`config.mk`:
```
export PLATFORM = sky130hd
export DESIGN_NAME = stepper_phase_decoder
export DESIGN_NICKNAME = d
export VERILOG_FILES = /design/src/rtl/stepper_phase_decoder.sv
export SDC_FILE = /design/constraint.sdc
export NUM_CORES = 1
export LEC_CHECK = 0
export ABC_AREA = 1
export BUFFER_PORTS_ARGS = -buffer_cell sky130_fd_sc_hd__buf_2
export CAP_MARGIN = 20
export CORE_ASPECT_RATIO = 1.5
export CORE_MARGIN = 5
export CORE_UTILIZATION = 58
export DETAILED_ROUTE_END_ITERATION = 10
export GPL_TIMING_DRIVEN = 0
export MAX_ROUTING_LAYER = met4
export PLACE_DENSITY = 0.79
export RECOVER_POWER = 25
export SYNTH_ARGS = -nofsm -noshare
export SYNTH_HDL_FRONTEND = slang
export SYNTH_SLANG_ARGS = --single-unit
```
`constraint.sdc`:
```
create_clock -name clk -period 3.65 [get_ports clk]
set_input_delay 0.5475 -clock clk [delete_from_list [all_inputs] [get_ports clk]]
set_output_delay 0.5475 -clock clk [all_outputs]
set_load 0.01 [all_outputs]
```
`src/rtl/stepper_phase_decoder.sv`:
```
// Receive-side decoder for the 4-wire half-step stepper phase interface.
// Synchronizes and glitch-filters the raw phase lines, then tracks the
// half-step index to produce a signed position, direction, step strobe,
// step period and sticky error flag.
module stepper_phase_decoder #(
  parameter int FILTER_CYCLES = 4,
  parameter int POS_W         = 16,
  parameter int PERIOD_W      = 24
) (
  input  logic                clk,
  input  logic                reset,
  input  logic [3:0]          stepper_signals,
  input  logic                clear_position,
  input  logic                clear_error,
  output logic [POS_W-1:0]    position,
  output logic                step_pulse,
  output logic                direction,
  output logic                phase_valid,
  output logic                locked,
  output logic                step_error,
  output logic [PERIOD_W-1:0] step_period,
  output logic                idle
);

  localparam int CNT_W = $clog2(FILTER_CYCLES + 1);
  localparam logic [CNT_W-1:0] FMAX = CNT_W'(FILTER_CYCLES);

  typedef enum logic {UNLOCKED = 1'b0, LOCKED = 1'b1} state_t;

  // Returns {legal, index}; 0000 and illegal patterns both report legal=0.
  function automatic logic [3:0] decode_phase(input logic [3:0] p);
    case (p)
      4'b1000: decode_phase = 4'b1_000;
      4'b1100: decode_phase = 4'b1_001;
      4'b0100: decode_phase = 4'b1_010;
      4'b0110: decode_phase = 4'b1_011;
      4'b0010: decode_phase = 4'b1_100;
      4'b0011: decode_phase = 4'b1_101;
      4'b0001: decode_phase = 4'b1_110;
      4'b1001: decode_phase = 4'b1_111;
      default: decode_phase = 4'b0_000;
    endcase
  endfunction

  logic [3:0]          sync1_q, sync2_q;
  logic [3:0]          cand_q, cand_d;
  logic [CNT_W-1:0]    fcnt_q, fcnt_d;
  logic [3:0]          filt_q, filt_d;
  logic [3:0]          prev_q;
  state_t              state_q, state_d;
  logic [2:0]          idx_q, idx_d;
  logic                step_q, step_d;
  logic                dir_q, dir_d;
  logic                valid_q, valid_d;
  logic                err_q, err_d, err_set;
  logic [POS_W-1:0]    pos_q, pos_d;
  logic [PERIOD_W-1:0] pcnt_q, pcnt_d;
  logic [PERIOD_W-1:0] period_q, period_d;
  logic [3:0]          dec;
  logic [2:0]          diff;

  // Two-flop synchronizer on the asynchronous phase lines.
  always_ff @(posedge clk) begin
    if (reset) begin
      sync1_q <= '0;
      sync2_q <= '0;
    end else begin
      sync1_q <= stepper_signals;
      sync2_q <= sync2_q == sync1_q ? sync2_q : sync1_q;
    end
  end

  // Glitch filter: count consecutive equal samples; accept on the Nth one.
  always_comb begin
    cand_d = cand_q;
    fcnt_d = fcnt_q;
    if (sync2_q != cand_q) begin
      cand_d = sync2_q;
      fcnt_d = CNT_W'(1);
    end else if (fcnt_q != FMAX) begin
      fcnt_d = fcnt_q + CNT_W'(1);
    end
    filt_d = (fcnt_d == FMAX) ? sync2_q : filt_q;
  end

  // Filter state registers.
  always_ff @(posedge clk) begin
    if (reset) begin
      cand_q <= '0;
      fcnt_q <= '0;
      filt_q <= '0;
    end else begin
      cand_q <= cand_d;
      fcnt_q <= fcnt_d;
      filt_q <= filt_d;
    end
  end

  assign dec  = decode_phase(filt_q);
  assign diff = dec[2:0] - idx_q;

  // Decoder next state: acts only when the filtered pattern changes.
  always_comb begin
    state_d = state_q;
    idx_d   = idx_q;
    step_d  = 1'b0;
    dir_d   = dir_q;
    valid_d = valid_q;
    err_set = 1'b0;
    if (filt_q != prev_q) begin
      valid_d = dec[3];
      if (!dec[3]) begin
        state_d = UNLOCKED;
        err_set = (filt_q != 4'b0000);
      end else if (state_q == UNLOCKED) begin
        state_d = LOCKED;
        idx_d   = dec[2:0];
      end else begin
        idx_d = dec[2:0];
        if (diff == 3'd1) begin
          step_d = 1'b1;
          dir_d  = 1'b1;
        end else if (diff == 3'd7) begin
          step_d = 1'b1;
          dir_d  = 1'b0;
        end else begin
          err_set = 1'b1;
        end
      end
    end
    err_d = err_set | (err_q & ~clear_error);
    if (clear_position)
      pos_d = '0;
    else if (step_d)
      pos_d = dir_d ? pos_q + POS_W'(1) : pos_q - POS_W'(1);
    else
      pos_d = pos_q;
    if (step_d) begin
      pcnt_d   = PERIOD_W'(1);
      period_d = pcnt_q;
    end else begin
      pcnt_d   = (&pcnt_q) ? pcnt_q : pcnt_q + PERIOD_W'(1);
      period_d = period_q;
    end
  end

  // Decoder, position and period registers.
  always_ff @(posedge clk) begin
    if (reset) begin
      prev_q   <= '0;
      state_q  <= UNLOCKED;
      idx_q    <= '0;
      step_q   <= 1'b0;
      dir_q    <= 1'b0;
      valid_q  <= 1'b0;
      err_q    <= 1'b0;
      pos_q    <= '0;
      pcnt_q   <= '0;
      period_q <= '0;
    end else begin
      prev_q   <= filt_q;
      state_q  <= state_d;
      idx_q    <= idx_d;
      step_q   <= step_d;
      dir_q    <= dir_d;
      valid_q  <= valid_d;
      err_q    <= err_d;
      pos_q    <= pos_d;
      pcnt_q   <= pcnt_d;
      period_q <= period_d;
    end
  end

  assign position    = pos_q;
  assign step_pulse  = step_q;
  assign direction   = dir_q;
  assign phase_valid = valid_q;
  assign locked      = (state_q == LOCKED);
  assign step_error  = err_q;
  assign step_period = period_q;
  assign idle        = &pcnt_q;

endmodule
```
# == Yosys cells after proc, flatten, opt, wreduce, memory -nomap -nowiden ==
# Memory sizes are Yosys's and may differ from the RTL's. A register that Yosys moved wholly into a read port is not among the register bits.
# Cells that the tools add are included.
# op_classes
addsub,5
mul,0
div_mod_pow,0
order_cmp,0
n_eq_ne,8
shift,0
n_mux,23
bitwise_logic,3
n_reduce_logical,5
# ops
op,count
"24-bit by 1-bit adder with 24-bit output, second input constant",1
24-bit AND reduction,1
1-bit two-way mux,18
"16-bit by 1-bit adder with 16-bit output, second input constant",1
16-bit two-way mux,1
"16-bit by 1-bit subtractor with 16-bit output, second input constant",1
4-bit two-way mux,2
4-bit inequality test,2
"3-bit equality test, second input constant",2
3-bit two-way mux,2
4-bit equality test,1
4-bit nonzero test,1
2-bit OR reduction,2
"3-bit by 1-bit adder with 3-bit output, second input constant",1
"3-bit by 1-bit equality test with 1-bit output, second input constant",1
"3-bit inequality test, second input constant",1
3-bit subtractor,1
"2-bit by 1-bit inequality test with 1-bit output, second input constant",1
2-bit AND reduction,1
1-bit bitwise AND,1
1-bit NOT,1
1-bit bitwise OR,1
# word_totals
register_bits,95
latch_bits,0
mem_bits_rw,0
romBits,64
output_inout_bits,46
elab_cells,61
memories,1
# memory_table
name,words,word_bits,read_ports,rd_ports_with_merged_regs,wr,line,rtl
(name not given),16,4,1,1,0,32,case (p)

# == Logic depth before layout (Yosys ltp) ==
# depth
word_depth,8
ltp_mapped,25
depth_no_buf,24

# == Worst setup path after synthesis ==
# No wires, ideal clock.
# synth_path
kind,register -> register
start,reg dec[0] (netlist name)
end,"reg pos_q[12], in the netlist position[12]"
setup_ns,0.109
arrival_ns,2.550
required_time_ns,3.541
slack_ns,0.991
stages_incl_launch_ff,22
n_path_buf,1
period_less_slack_ns,2.659
cell_sequence,dfxtp_1 > inv_1 > ha_1 > fa_1 > nor2_1 > nand3_2 > o21bai_4 > nand2_4 > buf_12 > nand2_4 > nand2_1 > inv_1 > ha_1 > inv_1 > nand2_1 > nand2_1 > nand2_1 > nand2_1 > nand3b_1 > nand3_1 > nand2_1 > inv_1
# synth_between
elab_chain_len,8
word_cells_on_any_way,14
cone_classes,add/sub (1); eq/ne (2); mux (11)
# synth_lines
element,line,rtl
3-bit subtractor *,100,assign diff = dec[2:0] - idx_q;
3-bit equality test,123,end else if (diff == 3'd7) begin
1-bit two-way mux,123,
1-bit two-way mux,120,if (diff == 3'd1) begin
1-bit two-way mux,115,end else if (state_q == UNLOCKED) begin
1-bit two-way mux,112,if (!dec[3]) begin
1-bit two-way mux,110,if (filt_q != prev_q) begin
16-bit two-way mux,135,pos_d = dir_d ? pos_q + POS_W'(1) : pos_q - POS_W'(1);
"end signal, assigned",168,pos_q <= pos_d;
"end, declared",56,"logic [POS_W-1:0] pos_q, pos_d;"
# Every way passes the cells marked *; elsewhere a longest branch is shown, timed or not.
# A chain may end at the register's enable or synchronous reset.

# == Worst setup path after layout ==
# layout_path
start,reg dec[0] (netlist name)
end,"reg pos_q[14], in the netlist position[14]"
# layout_between
elab_chain_len,8
word_cells_on_any_way,14
cone_classes,add/sub (1); eq/ne (2); mux (11)
# layout_lines
element,line
3-bit subtractor *,100
3-bit equality test,123
1-bit two-way mux,123
1-bit two-way mux,120
1-bit two-way mux,115
1-bit two-way mux,112
1-bit two-way mux,110
16-bit two-way mux,135
# Marks and branches as above.

==> qor.csv <==
stage;metric;value;unit
worst_hold_path;min-delay src;sync1_q[3];
sta;Final Skew;0.0101;ns
grt;GRT Overall Usage;0.246;
drt;DRT Pass-1 Iters;4;
worst_hold_path;Hold Path Stages;2;
synth;Distinct cells, synth;44;
drt;Routed WL per cell;14.0;um
grt;first-pass GRT wire length;20.1;mm
critical_path;slowest CP cell;fa_1;
critical_path;worst reg-to-reg setup slack;0.59;ns
synth;Post-Syn Area;0.00484;mm^2
critical_path;RR Startpoint;dec[0];
power;Pwr per Cell Area;374;mW/mm^2
drt;antenna-violating nets left;0;
floorplanning;core area;0.00806;mm^2
critical_path;CP bufs+invs;4;
run;total of max-cap violations;0;
sta;final period utilization;0.838;
floorplanning;die height;122;um
layout;most frequent cells in the layout;nand2_1, inv_1, dfxtp_1;
synth;Synth area leaders;dfxtp_1, nand2_1, inv_1;
floorplanning;die width;84.6;um
critical_path;Worst path most repeated cell;nand2_1;
placement;placed cells;829;
sta;setup slack after layout;0.591;ns
grt;M3 GR Usage;0.0359;
critical_path;CP Capture Type;flop;
layout;commonest non-fill, non-tap cell in the layout;nand2_1;
floorplanning;Top Ports;54;
synth;Synth area leader;dfxtp_1;
clock_tree;clk slew on worst S/H paths;0.07;ns
critical_path;R2R cell count;20;
floorplanning;Initial Utilization;0.600;
critical_path;largest stage delay on the critical path;0.48;ns
drt;Vias/cell;5.30;
placement;GP Congestion;0.963;
clock_tree;Post-CTS Hold Buffers;0;
synth;Avg Cell Area, Syn;7.21;um^2
grt;pin count of the biggest net entering global routing;16;
clock_tree;H-tree depth;3;
critical_path;CP Class;flop to flop;
layout;layout filler cell count;746;
layout;fin util;0.678;
sta;Fin. Hold Viols;0;
layout;ant diodes;0;
synth;Yosys reg bits;98;
drt;WL final;11.8;mm
sta;Finish-stage setup viols;0;
sta;Tmin final;3.06;ns
layout;share of cells above drive strength 1;0.116;
placement;post-place setup slack;0.627;ns
sta;Max Clk Rate;0.327;GHz
clock_tree;# Post-CTS Setup Buffers;0;
synth;Ys Warns;0;
clock_tree;worst-case clock buffer depth;2;
clock_tree;clock sink count;98;
sta;RSZ-0062 raised after global routing;false;
synth;Synth top area share;0.405;
critical_path;Crit path arrival time;3.32;ns
worst_hold_path;Worst Hold Class;flop to flop;
layout;nets;749;
power;worst vdd ir;0.339;mV
synth;syn nets;685;
sta;Worst slew margin;0.515;
clock_tree;post-cts sizing count;0;
clock_tree;CTS root buffer;clkbuf_16;
outcome;outcome;finished, final reports clean;
critical_path;Crit Path Max Fanout;10;
clock_tree;CTS tree;built;
placement;HPWL after DPL;8.79;mm
worst_hold_path;WHS Endpoint;sync2_q[3];
drt;# DRC;0;
grt;M1 GR Usage;0.264;
drt;DR iter-0 viols;251;
sta;TNS Setup;0;ns
critical_path;Startpoint Class;flop;
synth;register area share after synthesis;0.405;
grt;global route hottest layer;met2;
clock_tree;total clock buffers created by CTS;9;
synth;Async S/R FF share, synth;0;
sta;Slew Limit Fails;0;
sta;Worst-Margin Slew;0.718;ns
synth;Primary FF master, synth;dfxtp_1;
placement;PortBufs;53;
clock_tree;worst-skew pair later-pin latency;0.34;ns
layout;Layout area overhead;13.0;%
critical_path;Worst Path Required;3.92;ns
critical_path;RR Endpoint;position[14];
floorplanning;FP Rows;40;
drt;via count;4479;
power;static leakage;2.45;nW
grt;number of global-route vias before repair;4429;
layout;Cell Count, Final, Fillers Out;845;
critical_path;critical path depth;20;
critical_path;crit-path leading delay family;simple AND/OR/NAND/NOR gates;
critical_path;Cell Chain, Critical Path;inv_1 -> ha_1 -> fa_1 -> nor2_1 -> nand3_2 -> o21bai_4 -> nand2_4 -> buf_12 -> nand2_4 -> nand2_1 -> inv_1 -> ha_1 -> inv_1 -> nand2_1 -> nand3_1 -> nand2_1 -> nand2_1 -> nand2_1 -> nand2_1 -> a31oi_1;
floorplanning;die area;0.0103;mm^2
grt;initial antenna violation count;0;
synth;Post-synth EDFFs;0;
synth;Cells after Synth;671;
grt;M2 GR Usage;0.443;
grt;gr ovfl total;0;
[per-layer routing]
metal / vias up / routed length [um]
met5: - / 0
met4: 0 / 356
met3: 32 / 603
met2: 134 / 6190
met1: 2042 / 4640
li1: 2271 / -
[logic make-up (layout without fill, tap and decap cells)]
logic type,Yosys count,in the layout,synth area share
AO/OA/AOI/OAI,112,112,0.138
XOR/XNOR,23,23,0.0432
adder cells (fa/ha/maj),6,6,0.0171
AND/OR/NAND/NOR,305,305,0.291
flip-flops,98,98,0.405
buffers and inverters,127,196,0.106
[power by group]
part           internal [W]  switching, W  leakage [nW]
Sequential          0.00108    0.00000873         0.792
Combinational     0.0000236     0.0000497          1.53
Clock              0.000482      0.000396         0.133
[layout make-up]
type | instances | area [um^2] | area share
tap | 105 | 131 | 0.0240
buffer | 16 | 92.6 | 0.0169
clock buffer | 12 | 246 | 0.0451
sequential | 98 | 1960 | 0.359
inverter | 111 | 419 | 0.0767
multi-input combinational | 446 | 2360 | 0.432
timing repair buffer | 53 | 228 | 0.0417
clock inverter | 4 | 26.3 | 0.00481
[state kept, by name, indices dropped and copies added (netlist names)]
| register | flops |
|---|---|
| direction | 1 |
| position | 16 |
| step_pulse | 1 |
| prev_q | 4 |
| pcnt_q | 24 |
| cand_q | 4 |
| locked | 1 |
| dec | 4 |
| fcnt_q | 3 |
| sync1_q | 4 |
| sync2_q | 4 |
| filt_q | 4 |
| step_period | 24 |
| step_error | 1 |
| idx_q | 3 |
[worst min-delay path: cells and delay by family (launching register included)]
kind | cells | cell delay (ns)
buffers and inverters | 1 | 0.04
AND/OR/NAND/NOR | 1 | 0.03
flip-flops | 1 | 0.30
[Yosys cell counts (9+ instances only)]
library cell	n
a21oi_1	36
clkbuf_1	10
dfxtp_1	98
inv_1	102
nand2_1	148
nand2_2	12
nand3_1	29
nand4_1	9
nor2_1	62
nor2_2	9
nor3_1	10
o21ai_0	45
o41ai_1	10
xor2_1	19
[how the worst max path moves through the flow]
stage,startpoint,end,slack (ns)
floorplan,dec[0],position[12],0.99
global placement,dec[0],position[12],0.70
detailed placement,dec[0],position[14],0.63
CTS,dec[0],position[14],0.60
global route,dec[0],position[14],0.36
finish,dec[0],position[14],0.59
[stage by stage]
step / area [um^2] / hold WS, ns / power [W]
global placement: 5240 / 0.389 / 0.00119
global route: 5470 / 0.419 / 0.00212
CTS: 5510 / 0.404 / 0.00205
floorplan: 4840 / 0.388 / 0.00117
finish: 5470 / 0.401 / 0.00204
detailed placement: 5240 / 0.396 / 0.00119
Note: power is estimated with default switching activity, not from simulation.
